`src/rtl/signed_product_bcd_converter_pkg.sv`:
```
// Shared types and helpers for the signed-product BCD conversion path.
// Also provides the magnitude helper reused by the display path.
package signed_product_bcd_converter_pkg;

   typedef enum logic [1:0] {
      IDLE    = 2'd0,
      CONVERT = 2'd1,
      DONE    = 2'd2
   } bcd_state_t;

   localparam logic [1:0] ST_IDLE    = IDLE;
   localparam logic [1:0] ST_CONVERT = CONVERT;
   localparam logic [1:0] ST_DONE    = DONE;

   localparam int BCD_DIGIT_W = 4;

   // Magnitude of a sign-extended operand; the most negative narrow value maps
   // to its positive power of two without overflow in 32 bits.
   function automatic logic [31:0] abs_mag(input logic signed [31:0] v);
      return v[31] ? 32'(-v) : 32'(v);
   endfunction

endpackage

```
`src/rtl/signed_product_bcd_converter_if.sv`:
```
// Handshake bundle between the multiplier, the BCD converter and the display driver.
// master = producer/consumer side, slave = converter side.
interface signed_product_bcd_converter_if #(
   parameter int WIDTH  = 8,
   parameter int DIGITS = 3
);
   import signed_product_bcd_converter_pkg::*;

   logic                            in_valid;
   logic                            in_ready;
   logic signed [WIDTH-1:0]         product;
   logic                            out_valid;
   logic                            out_ready;
   logic                            sign;
   logic [BCD_DIGIT_W*DIGITS-1:0]   bcd;
   logic                            busy;

   modport master (
      output in_valid, product, out_ready,
      input  in_ready, out_valid, sign, bcd, busy
   );

   modport slave (
      input  in_valid, product, out_ready,
      output in_ready, out_valid, sign, bcd, busy
   );
endinterface

```
`src/rtl/signed_product_bcd_converter_add3.sv`:
```
// Double-dabble correction for one BCD digit: add 3 when the digit is 5 or more.
// Purely combinational.
module bcd_add3_digit
   import signed_product_bcd_converter_pkg::*;
(
   input  logic [BCD_DIGIT_W-1:0] i_digit,
   output logic [BCD_DIGIT_W-1:0] o_digit
);
   assign o_digit = (i_digit >= BCD_DIGIT_W'(5)) ? i_digit + BCD_DIGIT_W'(3) : i_digit;
endmodule

```
`src/rtl/signed_product_bcd_converter.sv`:
```
// Signed product to sign + packed BCD, one double-dabble iteration per cycle.
// out_valid rises WIDTH cycles after accept; result held in DONE until out_ready.
module signed_product_bcd_converter
   import signed_product_bcd_converter_pkg::*;
#(
   parameter int WIDTH  = 8,
   parameter int DIGITS = 3
)(
   input  logic                         clk,
   input  logic                         rst,
   signed_product_bcd_converter_if.slave bus
);
   localparam int CW = (WIDTH > 1) ? $clog2(WIDTH) : 1;
   localparam int BW = BCD_DIGIT_W * DIGITS;

   if ((10 ** DIGITS) <= (2 ** (WIDTH - 1))) begin : g_digits_too_few
      $error("DIGITS too small to hold the largest magnitude of a WIDTH-bit product");
   end

   logic [1:0]          r_state;
   logic [CW-1:0]       r_cnt;
   logic [WIDTH-1:0]    r_mag;
   logic [BW-1:0]       r_acc;
   logic                r_sign_cap;
   logic                r_sign;
   logic [BW-1:0]       r_bcd;

   logic [BW-1:0]       w_adj;
   logic [BW+WIDTH-1:0] w_shift;
   logic [BW-1:0]       w_acc_nxt;
   logic [WIDTH-1:0]    w_mag_nxt;
   logic                w_last;

   for (genvar g = 0; g < DIGITS; g++) begin : g_dig
      bcd_add3_digit u_add3 (
         .i_digit (r_acc[g*BCD_DIGIT_W +: BCD_DIGIT_W]),
         .o_digit (w_adj[g*BCD_DIGIT_W +: BCD_DIGIT_W])
      );
   end

   assign w_shift   = {w_adj, r_mag} << 1;
   assign w_acc_nxt = w_shift[BW+WIDTH-1:WIDTH];
   assign w_mag_nxt = w_shift[WIDTH-1:0];
   assign w_last    = (r_cnt == CW'(WIDTH - 1));

   always_ff @(posedge clk) begin
      if (rst) begin
         r_state    <= ST_IDLE;
         r_cnt      <= '0;
         r_mag      <= '0;
         r_acc      <= '0;
         r_sign_cap <= 1'b0;
         r_sign     <= 1'b0;
         r_bcd      <= '0;
      end else begin
         case (r_state)
            ST_IDLE: begin
               if (bus.in_valid) begin
                  r_sign_cap <= bus.product[WIDTH-1];
                  r_mag      <= WIDTH'(abs_mag(32'(bus.product)));
                  r_acc      <= '0;
                  r_cnt      <= '0;
                  r_state    <= ST_CONVERT;
               end
            end
            ST_CONVERT: begin
               r_acc <= w_acc_nxt;
               r_mag <= w_mag_nxt;
               r_cnt <= r_cnt + CW'(1);
               if (w_last) begin
                  // Published outputs change only here; zero never shows as negative.
                  r_bcd   <= w_acc_nxt;
                  r_sign  <= r_sign_cap & (w_acc_nxt != '0);
                  r_state <= ST_DONE;
               end
            end
            ST_DONE: begin
               if (bus.out_ready) begin
                  r_state <= ST_IDLE;
               end
            end
            default: r_state <= ST_IDLE;
         endcase
      end
   end

   assign bus.in_ready  = (r_state == ST_IDLE);
   assign bus.busy      = (r_state == ST_CONVERT);
   assign bus.out_valid = (r_state == ST_DONE);
   assign bus.sign      = r_sign;
   assign bus.bcd       = r_bcd;

endmodule

```
`src/flat_wrapper.sv`:
```
// flat-port wrapper written by rule: the top's interface ports become plain ports
module signed_product_bcd_converter_flat import signed_product_bcd_converter_pkg::*;
#(
   parameter int WIDTH  = 8,
   parameter int DIGITS = 3
)
  (clk, rst, bus_in_valid, bus_product, bus_out_ready, bus_in_ready, bus_out_valid, bus_sign, bus_bcd, bus_busy);
  signed_product_bcd_converter_if #(.WIDTH(WIDTH), .DIGITS(DIGITS)) bus_i ();
  input  logic clk;
  input  logic rst;
  input wire logic [$bits(bus_i.in_valid)-1:0] bus_in_valid;
  input wire logic [$bits(bus_i.product)-1:0] bus_product;
  input wire logic [$bits(bus_i.out_ready)-1:0] bus_out_ready;
  output wire logic [$bits(bus_i.in_ready)-1:0] bus_in_ready;
  output wire logic [$bits(bus_i.out_valid)-1:0] bus_out_valid;
  output wire logic [$bits(bus_i.sign)-1:0] bus_sign;
  output wire logic [$bits(bus_i.bcd)-1:0] bus_bcd;
  output wire logic [$bits(bus_i.busy)-1:0] bus_busy;
  assign bus_i.in_valid = bus_in_valid;
  assign bus_i.product = bus_product;
  assign bus_i.out_ready = bus_out_ready;
  assign bus_in_ready = bus_i.in_ready;
  assign bus_out_valid = bus_i.out_valid;
  assign bus_sign = bus_i.sign;
  assign bus_bcd = bus_i.bcd;
  assign bus_busy = bus_i.busy;
  signed_product_bcd_converter #(.WIDTH(WIDTH), .DIGITS(DIGITS)) u_core (.clk(clk), .rst(rst), .bus(bus_i));
endmodule
```
`config.mk`:
```
export PLATFORM = sky130hd
export DESIGN_NAME = signed_product_bcd_converter_flat
export DESIGN_NICKNAME = d
export VERILOG_FILES = /design/src/rtl/signed_product_bcd_converter_pkg.sv /design/src/rtl/signed_product_bcd_converter_if.sv /design/src/rtl/signed_product_bcd_converter_add3.sv /design/src/rtl/signed_product_bcd_converter.sv /design/src/flat_wrapper.sv
export SDC_FILE = /design/constraint.sdc
export NUM_CORES = 1
export LEC_CHECK = 0
export CORE_MARGIN = 10
export CORE_UTILIZATION = 45
export CTS_BUF_LIST = sky130_fd_sc_hd__clkbuf_2 sky130_fd_sc_hd__clkbuf_4 sky130_fd_sc_hd__clkbuf_8
export CTS_CLUSTER_SIZE = 10
export DETAILED_ROUTE_END_ITERATION = 7
export GPL_ROUTABILITY_DRIVEN = 0
export GPL_TIMING_DRIVEN = 0
export PLACE_DENSITY_LB_ADDON = 0.15
export SLEW_MARGIN = 10
export SYNTH_ARGS = -nofsm -noshare
export SYNTH_HDL_FRONTEND = slang
export SYNTH_SLANG_ARGS = --single-unit
```
`constraint.sdc`:
```
create_clock -name clk -period 2.1 [get_ports clk]
set_clock_uncertainty 0.1 [all_clocks]
set_input_delay 0.21 -clock clk [delete_from_list [all_inputs] [get_ports clk]]
set_output_delay 0.21 -clock clk [all_outputs]
set_load 0.01 [all_outputs]
```
* Word level (Yosys, flattened, before mapping)
Index checks and enable logic that the tools add are counted.
Widths: inputs -> output; s select.
** Word-level totals
- Bits in registers :: 39
- Input port bits :: 12
- Output and inout port bits :: 16
- Word-level logic and storage cells :: 43
** Cells by class
- $add $sub $neg :: 5
- $lt $le $gt $ge :: 3
- Eq/ne operators :: 6
- Mux-type cells :: 14
- Bitwise gates (word level) :: 1
- Reductions and logical operators :: 7
** Operators with widths (number)
- $pmux 12 s2 :: 1
- $mux 8 :: 2
- $pmux 8 s2 :: 1
- $ge 4x3->1 const B :: 3
- $mux 12 :: 1
- $reduce_bool 12->1 :: 1
- $add 4x2->4 const B :: 2
- $mux 4 :: 2
- $neg 8->8 :: 1
- $mux 2 :: 3
- $mux 3 :: 2
- $pmux 2 s3 :: 1
- $pmux 3 s2 :: 1
- $reduce_and 2->1 :: 3
- $ne 2x2->1 const B :: 2
- $add 3x1->3 const B :: 1
- $add 3x2->3 const B :: 1
- $eq 3x3->1 const B :: 1
- $reduce_and 3->1 :: 1
- $eq 2x1->1 const B :: 1
- $eq 2x2->1 const B :: 1
- $logic_not 2->1 :: 1
- $ne 2x1->1 const B :: 1
- $reduce_bool 2->1 :: 1
- $and 1x1->1 :: 1

* Logic depth before layout (Yosys ltp)
Gate-level depths: netlist (run 1).
- Depth after elaboration :: 4
- Depth in mapped cells :: 8
- Mapped depth without buffers :: 7

* By module
A second synthesis (run 1) with hierarchy kept.
** Second synthesis, totals
- Cell total of the unflattened synthesis :: 252
- Area total of the unflattened synthesis :: 1944.4 um^2
** Modules (own cells, without submodules)
- signed_product_bcd_converter :: instances 1, cells an instance 204, area each 1640.3 um^2, sequential area each 780.7 um^2
- bcd_add3_digit :: instances 3, cells an instance 16, area each 101.3 um^2, sequential area each 0.0 um^2

* Least setup slack after synthesis (run 1)
No wires, ideal clock.
- Path kind :: register to register
- Start :: reg u_core.r_acc[8]
- End :: reg u_core.r_sign (netlist: u_core.bus.sign)
- Setup time :: 0.140 ns
- Data arrival time :: 1.676 ns
- Data required time :: 1.860 ns
- Setup slack :: 0.184 ns
- Cell stages (with the launch flop) :: 8
- Buffers on the path :: 0
- Clock period less this slack :: 1.916 ns
- Cell sequence :: dfxtp_1 inv_1 ha_1 nand2b_1 a21o_1 or3_4 a2111oi_4 a221oi_2
** On the way
- Longest elaborated chain between the ends :: 4
- Elaborated cells between the ends (all ways) :: 5
- Those cells by class :: add/sub (1); order compare (1); mux (1); bitwise (1); reduce/logical (1)
** RTL lines
- start: declaration :: line signed_product_bcd_converter.sv:23 : logic [BW-1:0] r_acc;
- start signal: assignment :: line signed_product_bcd_converter.sv:67 : r_acc <= w_acc_nxt;
- $ge 4x3->1 / $add 3x2->3 (equally long branches) :: line signed_product_bcd_converter_add3.sv:9 : assign o_digit = (i_digit >= BCD_DIGIT_W'(5)) ? i_digit + BCD_DIGIT_W'(3) : i_digit;
- $mux 3 (*) :: line signed_product_bcd_converter_add3.sv:9
- $reduce_bool 12->1 (*) :: line signed_product_bcd_converter.sv:73 : r_sign <= r_sign_cap & (w_acc_nxt != '0);
- $and 1x1->1 (*) :: line signed_product_bcd_converter.sv:73
- end signal: assignment :: line signed_product_bcd_converter.sv:73
- end: declaration :: line signed_product_bcd_converter.sv:25 : logic r_sign;
Mark *: on every way between the ends. The rest lies on a longest branch, timed or not.
A chain may end at the register's enable or synchronous reset.

* Worst setup path in the final report (run 1)
- Start :: reg u_core.r_acc[9]
- End :: reg u_core.r_sign (netlist: u_core.bus.sign)
The elaborated chain is that of the path after synthesis.

==> flow_summary.json, run 1 <==
{
  "grt_pass1_wl_um": 8250,
  "clk_latency_ns": 0.30,
  "routed-via-count": 1772,
  "dr.pass1.iters": 5,
  "holdPathStages": 2,
  "crit_type": "reg -> reg",
  "yosys_warnings": 0,
  "leakagePower_uw": 0.000884,
  "final_area_sq_um": 2450,
  "hpwl_um": 3570,
  "async_flop_share_pct": 0,
  "slew_headroom_pct": 61.4,
  "synthDistinctLibCells": 40,
  "path_cells": "inv_1 -> ha_1 -> nand2b_1 -> a21o_1 -> or3_4 -> a2111oi_4 -> a221oi_2",
  "ys_top_cells_by_area": "dfxtp_1 40%, a21oi_1 8.4%, nand2_1 6.9%",
  "ys_seq_elements": 39,
  "h-tree-depth": 2,
  "fin_hold_ws_ns": 0.357,
  "final.period_utilization_pct": 94.5,
  "antenna_cells": 0,
  "worstPathRequired_ns": 2.16,
  "seq_area_frac_synth_pct": 39.6,
  "dp_cells": 322,
  "r2r_slack_ns": 0.11,
  "synthAdderAreaFrac_pct": 5.72,
  "hold_viol": 0,
  "finalSetupViolations": 0,
  "cp_max_fo": 3,
  "cts_tree": "done",
  "drt-initial-drc-count": 73,
  "synth_top_family_by_area": "simple AND/OR/NAND/NOR gates",
  "crit_start": "u_core.r_acc[9]",
  "synth_top_area_share_pct": 39.6,
  "cp.arrival_ns": 2.05,
  "max_freq_mhz": 504,
  "synth-xor-area-share_pct": 3.56,
  "synthSimpleGateAreaFrac_pct": 24.8,
  "synth_top_cell_by_area": "dfxtp_1",
  "port_buffers": 27,
  "cpMaxStageDelayCell": "or3_4",
  "tightest_slew_ns": 0.576,
  "avgSynthCellArea_sq_um": 8.04,
  "postRouteAntennaNets": 0,
  "irDropWorstVdd_uv": 344,
  "synthFlopType": "dfxtp_1",
  "utilization_pct": 59.6,
  "cts_buffers": 5,
  "synthMuxAreaShare_pct": 2.03,
  "start_util_pct": 47.9,
  "status": "finished, final reports clean",
  "grt_pass1_vias": 1700,
  "synth_nets": 266,
  "core-area_sq_um": 4120,
  "hp-start": "u_core.bus.bcd[9]",
  "die_h_um": 86.2,
  "rows": 23,
  "antenna_found_initial": 0,
  "globalRouteTotalUtil_pct": 13.8,
  "final_nets": 301,
  "cts_max_path_buffers": 2,
  "viasPerCell": 5.37,
  "cap_viol_max_count": 0,
  "reg2reg_depth": 7,
  "ios": 28,
  "syn_inst": 245,
  "min_period_ns": 1.99,
  "syn_area_sq_um": 1970,
  "hold_path_class": "reg -> reg",
  "final_cells": 330,
  "routedWlPerCell_um": 14.9,
  "critical-path-max-stage-delay_ns": 0.35,
  "end_kind": "flip-flop",
  "gr-total-overflow": 0,
  "r2r-start": "u_core.r_acc[9]",
  "p_per_area_nw_per_um2": 639,
  "rsz0062_at_grt": "no",
  "path_clk_slew_ns": 0.08,
  "n_fill_cell": 409,
  "slew_violations": 0,
  "min_to": "u_core.bus.bcd[9]",
  "place_ws_ns": -0.0475,
  "synth_edf_count": 0,
  "drc": 0,
  "area_delta_synth_final_pct": 24.6,
  "drive_gt1_share_pct": 9.29,
  "start_kind": "flip-flop",
  "grt_start_max_net_pins": 15,
  "cts-root-buf": "clkbuf_8",
  "synth_compound_area_share_pct": 19.3,
  "cts_sinks": 39,
  "die_w_um": 86.2,
  "r2r-end": "u_core.bus.sign",
  "finalWorstSetupSlack_ns": 0.114,
  "routed_wl_um": 4930,
  "dieArea_sq_um": 7420,
  "place_area_sq_um": 2300
}
-- repair_timing --
item                                    CTS  global route
pin swaps                                 0             0
endpoints found under the setup margin    1             2
gates resized for setup                   1             8
setup buffers                             0             2
hold buffers                              0             0
-- sequential cells by signal (all words and copies together) (netlist names) --
signal / count
u_core.r_mag: 8
u_core.r_acc: 12
u_core.r_state: 2
u_core.bus.bcd: 12
u_core.r_cnt: 3
u_core.bus.sign: 1
u_core.r_sign_cap: 1
-- cells by family (layout without fill, tap and decap cells) --
logic type | after synthesis | in the layout
xor+xnor | 8 | 8
simple gates | 102 | 102
buf+inv | 24 | 59
compound gates | 59 | 59
fa+ha+maj | 9 | 9
mux | 4 | 4
flops | 39 | 39
-- cells in the mapped netlist, types with 2 or more instances --
library cell and count:
a21oi_1 33, xnor2_1 7, nand2_1 36, nand2b_1 9, o21ai_0 2, buf_2 2
nor3b_1 3, a21o_1 2, o21ai_1 6, nand3b_1 2, a22oi_1 5, nor3_1 8
mux2i_1 4, ha_1 9, clkbuf_1 10, inv_1 10, a211oi_2 2, dfxtp_1 39
a211oi_1 2, nand3_1 15, nor2_1 20
-- layout make-up --
cell class	count	area (sq um)	share of cell area, %
Inverter	11	43.8	1.78
Clock buffer	6	76.3	3.11
Clock inverter	1	30.0	1.22
Timing Repair Buffer	29	288	11.7
Multi-Input combinational cell	182	1120	45.6
Tap cell	50	62.6	2.55
Sequential cell	39	783	31.9
Buffer	12	51.3	2.09
-- layout by cell type, fill, tap and decap left out, types with 2 or more instances in the layout --
cell	netlist	layout
dfxtp_1	39	37
nand2_1	36	36
a21oi_1	33	32
clkdlybuf4s50_1	0	26
nor2_1	20	20
nand3_1	15	15
inv_1	10	10
nand2b_1	9	9
clkbuf_1	10	9
nor3_1	8	8
ha_1	9	8
xnor2_1	7	7
o21ai_1	6	6
a22oi_1	5	5
clkbuf_8	0	5
buf_4	1	3
mux2i_1	4	3
nor3b_1	3	3
buf_2	2	2
nand3b_1	2	2
a21o_1	2	2
o21ai_0	2	2
a211oi_2	2	2
a211oi_1	2	2
dfxtp_2	0	2
-- where the power goes --
part	leakage (uW)	internal (uW)	total, uW	switching [uW]
clock network	0.0000547	361	625	264
registers	0.000317	758	773	15.2
logic	0.000512	69.2	170	101
total	0.000884	1190	1570	380
-- worst max-delay path by stage --
stage | endpoint | slack (ns) | cells past startpoint
floorplan | u_core.bus.sign | 0.18 | 7
global placement | bus_busy | -0.04 | 5
detailed placement | bus_busy | -0.05 | 5
CTS | bus_busy | 0.04 | 4
global route | u_core.bus.bcd[2] | 0.008 | 6
finish | u_core.bus.sign | 0.11 | 7
-- worst max-delay path: cells and delay by family, from the launching register on --
family,cells,cell delay [ns]
adder cells (fa/ha/maj),1,0.18
flip-flops,1,0.34
buffers and inverters,1,0.09
AND/OR/NAND/NOR,2,0.48
AO/OA/AOI/OAI,3,0.66
-- per-layer routing --
layer  wire length (um)  part of all wire (%)  vias up  track usage, %
li1                   -                     -      919               -
met1               2250                    46      815            16.1
met2               2330                    47       31            22.3
met3                278                   5.6        7            5.20
met4                 68                   1.4        0            5.09
met5                  0                     0        -               0
-- per-stage QoR --
| stage | TNS [ns] | total power (uW) |
|---|---|---|
| 6_report | 0 | 1570 |
| 5_1_grt | 0 | 1640 |
| 4_1_cts | 0 | 1580 |
| 3_5_place_dp | -0.0475 | 958 |
| 3_3_place_gp | -0.0408 | 957 |
| 2_1_floorplan | 0 | 890 |
Note: power is estimated with default switching activity, not from simulation.
==> run 2, diff against run 1 <==
--- a/config.mk
+++ b/config.mk
@@ -5,7 +5,7 @@
 export SDC_FILE = /design/constraint.sdc
 export NUM_CORES = 1
 export LEC_CHECK = 0
-export CORE_MARGIN = 10
+export CORE_MARGIN = 8
 export CORE_UTILIZATION = 45
 export CTS_BUF_LIST = sky130_fd_sc_hd__clkbuf_2 sky130_fd_sc_hd__clkbuf_4 sky130_fd_sc_hd__clkbuf_8
 export CTS_CLUSTER_SIZE = 10
==> flow_summary.json, run 2 (synthesized netlist as in run 1, its figures left out) <==
{
  "status": "finished, final reports clean",
  "hold_viol": 0,
  "cp.arrival_ns": 1.71,
  "cap_viol_max_count": 0,
  "cts_sinks": 39,
  "start_kind": "flip-flop",
  "dp_cells": 324,
  "worstPathRequired_ns": 1.79,
  "layout_commonest_cell": "dfxtp_1",
  "place_area_sq_um": 2300,
  "start_util_pct": 45.9,
  "grt_start_max_net_pins": 15,
  "clk_latency_ns": 0.29,
  "crit_family": "buffers and inverters",
  "antenna_found_initial": 0,
  "drt-initial-drc-count": 104,
  "gr-total-overflow": 0,
  "die_h_um": 82.2,
  "tightest_slew_ns": 0.600,
  "die_w_um": 82.2,
  "cpMaxStageDelayCell": "clkdlybuf4s50_1",
  "cts_max_path_buffers": 2,
  "port_buffers": 27,
  "drc": 0,
  "dieArea_sq_um": 6750,
  "cts_buffers": 5,
  "critical-path-max-stage-delay_ns": 0.56,
  "dr.pass1.iters": 4,
  "final_area_sq_um": 2410,
  "antenna_cells": 0,
  "slew_headroom_pct": 60.0,
  "hold_path_class": "reg -> reg",
  "crit_type": "reg -> out",
  "final_nets": 299,
  "h-tree-depth": 2,
  "irDropWorstVdd_uv": 335,
  "finalSetupViolations": 0,
  "final.period_utilization_pct": 96.4,
  "path_cells": "nand2b_1 -> buf_4 -> inv_4 -> clkdlybuf4s50_1",
  "n_fill_cell": 436,
  "routed_wl_um": 4880,
  "globalRouteTotalUtil_pct": 15.4,
  "place_ws_ns": -0.0172,
  "core-area_sq_um": 4290,
  "postRouteAntennaNets": 0,
  "rows": 24,
  "p_per_area_nw_per_um2": 608,
  "cts-root-buf": "clkbuf_8",
  "min_period_ns": 2.02,
  "grt_pass1_vias": 1791,
  "max_freq_mhz": 494,
  "final_cells": 331,
  "cts_tree": "done",
  "routedWlPerCell_um": 14.7,
  "path_buf_inv": 3,
  "final_cell_mix": "37 x dfxtp_1, 36 x nand2_1, 32 x a21oi_1",
  "drive_gt1_share_pct": 8.60,
  "end_kind": "output port",
  "finalWorstSetupSlack_ns": 0.0766,
  "ios": 28,
  "hpwl_um": 3430,
  "path_clk_slew_ns": 0.08,
  "routed-via-count": 1783,
  "grt_pass1_wl_um": 8180,
  "hold_buffers": 0,
  "leakagePower_uw": 0.000853,
  "viasPerCell": 5.39,
  "cp_max_fo": 14,
  "area_delta_synth_final_pct": 22.6,
  "slew_violations": 0
}
run 2: layout make-up:
type / count / area, sq um / area share (%)
Multi-Input combinational cell: 182 / 1110 / 46.1
Sequential cell: 39 / 783 / 32.4
Buffer: 12 / 51.3 / 2.12
Clock inverter: 1 / 5.00 / 0.207
Tap cell: 52 / 65.1 / 2.69
Clock buffer: 7 / 83.8 / 3.47
Timing Repair Buffer: 27 / 270 / 11.2
Inverter: 11 / 43.8 / 1.81
run 2: final timing paths:
check,startpoint,endpoint,slack [ns],cells after the start
max,u_core.r_state[1],bus_busy,0.08,4
min,u_core.r_sign_cap,u_core.r_sign_cap,0.36,2
max reg2reg,u_core.r_acc[9],u_core.bus.sign,0.13,7
min reg2reg,u_core.r_sign_cap,u_core.r_sign_cap,0.36,2
run 2: worst register-to-register path, delay by kind of cell, from the launching register on:
family	cells	cell delay, ns
flops	1	0.34
simple gates	2	0.48
buf+inv	1	0.09
fa+ha+maj	1	0.18
compound gates	3	0.64
run 2: metal layers:
layer	up-vias	routed length (um)	global-route usage, %
li1	911	-	-
met1	835	2350	19.3
met2	28	2270	25.1
met3	9	189	4.33
met4	0	63	4.39
met5	-	0	0
run 2: through the flow:
step	hold slack [ns]	TNS, ns	utilization (%)	power, uW
after CTS	0.359	0	55.7	1470
final	0.358	0	56.2	1470
after floorplan	0.200	0	-	890
after global placement	0.341	-0.0170	53.7	957
after detailed placement	0.348	-0.0172	53.7	959
after global routing	0.380	-0.00951	56.2	1520
run 2: repair_timing:
item,4_1_cts,5_1_grt
gates resized for setup,1,6
setup endpoints to repair,1,2
pin swaps,0,1
endpoints found under the hold margin,0,0
buffers inserted,0,0
run 2: where the power goes:
group,switching [uW],internal (uW)
Combinational,99.8,69.3
Sequential,14.5,758
Clock,268,259
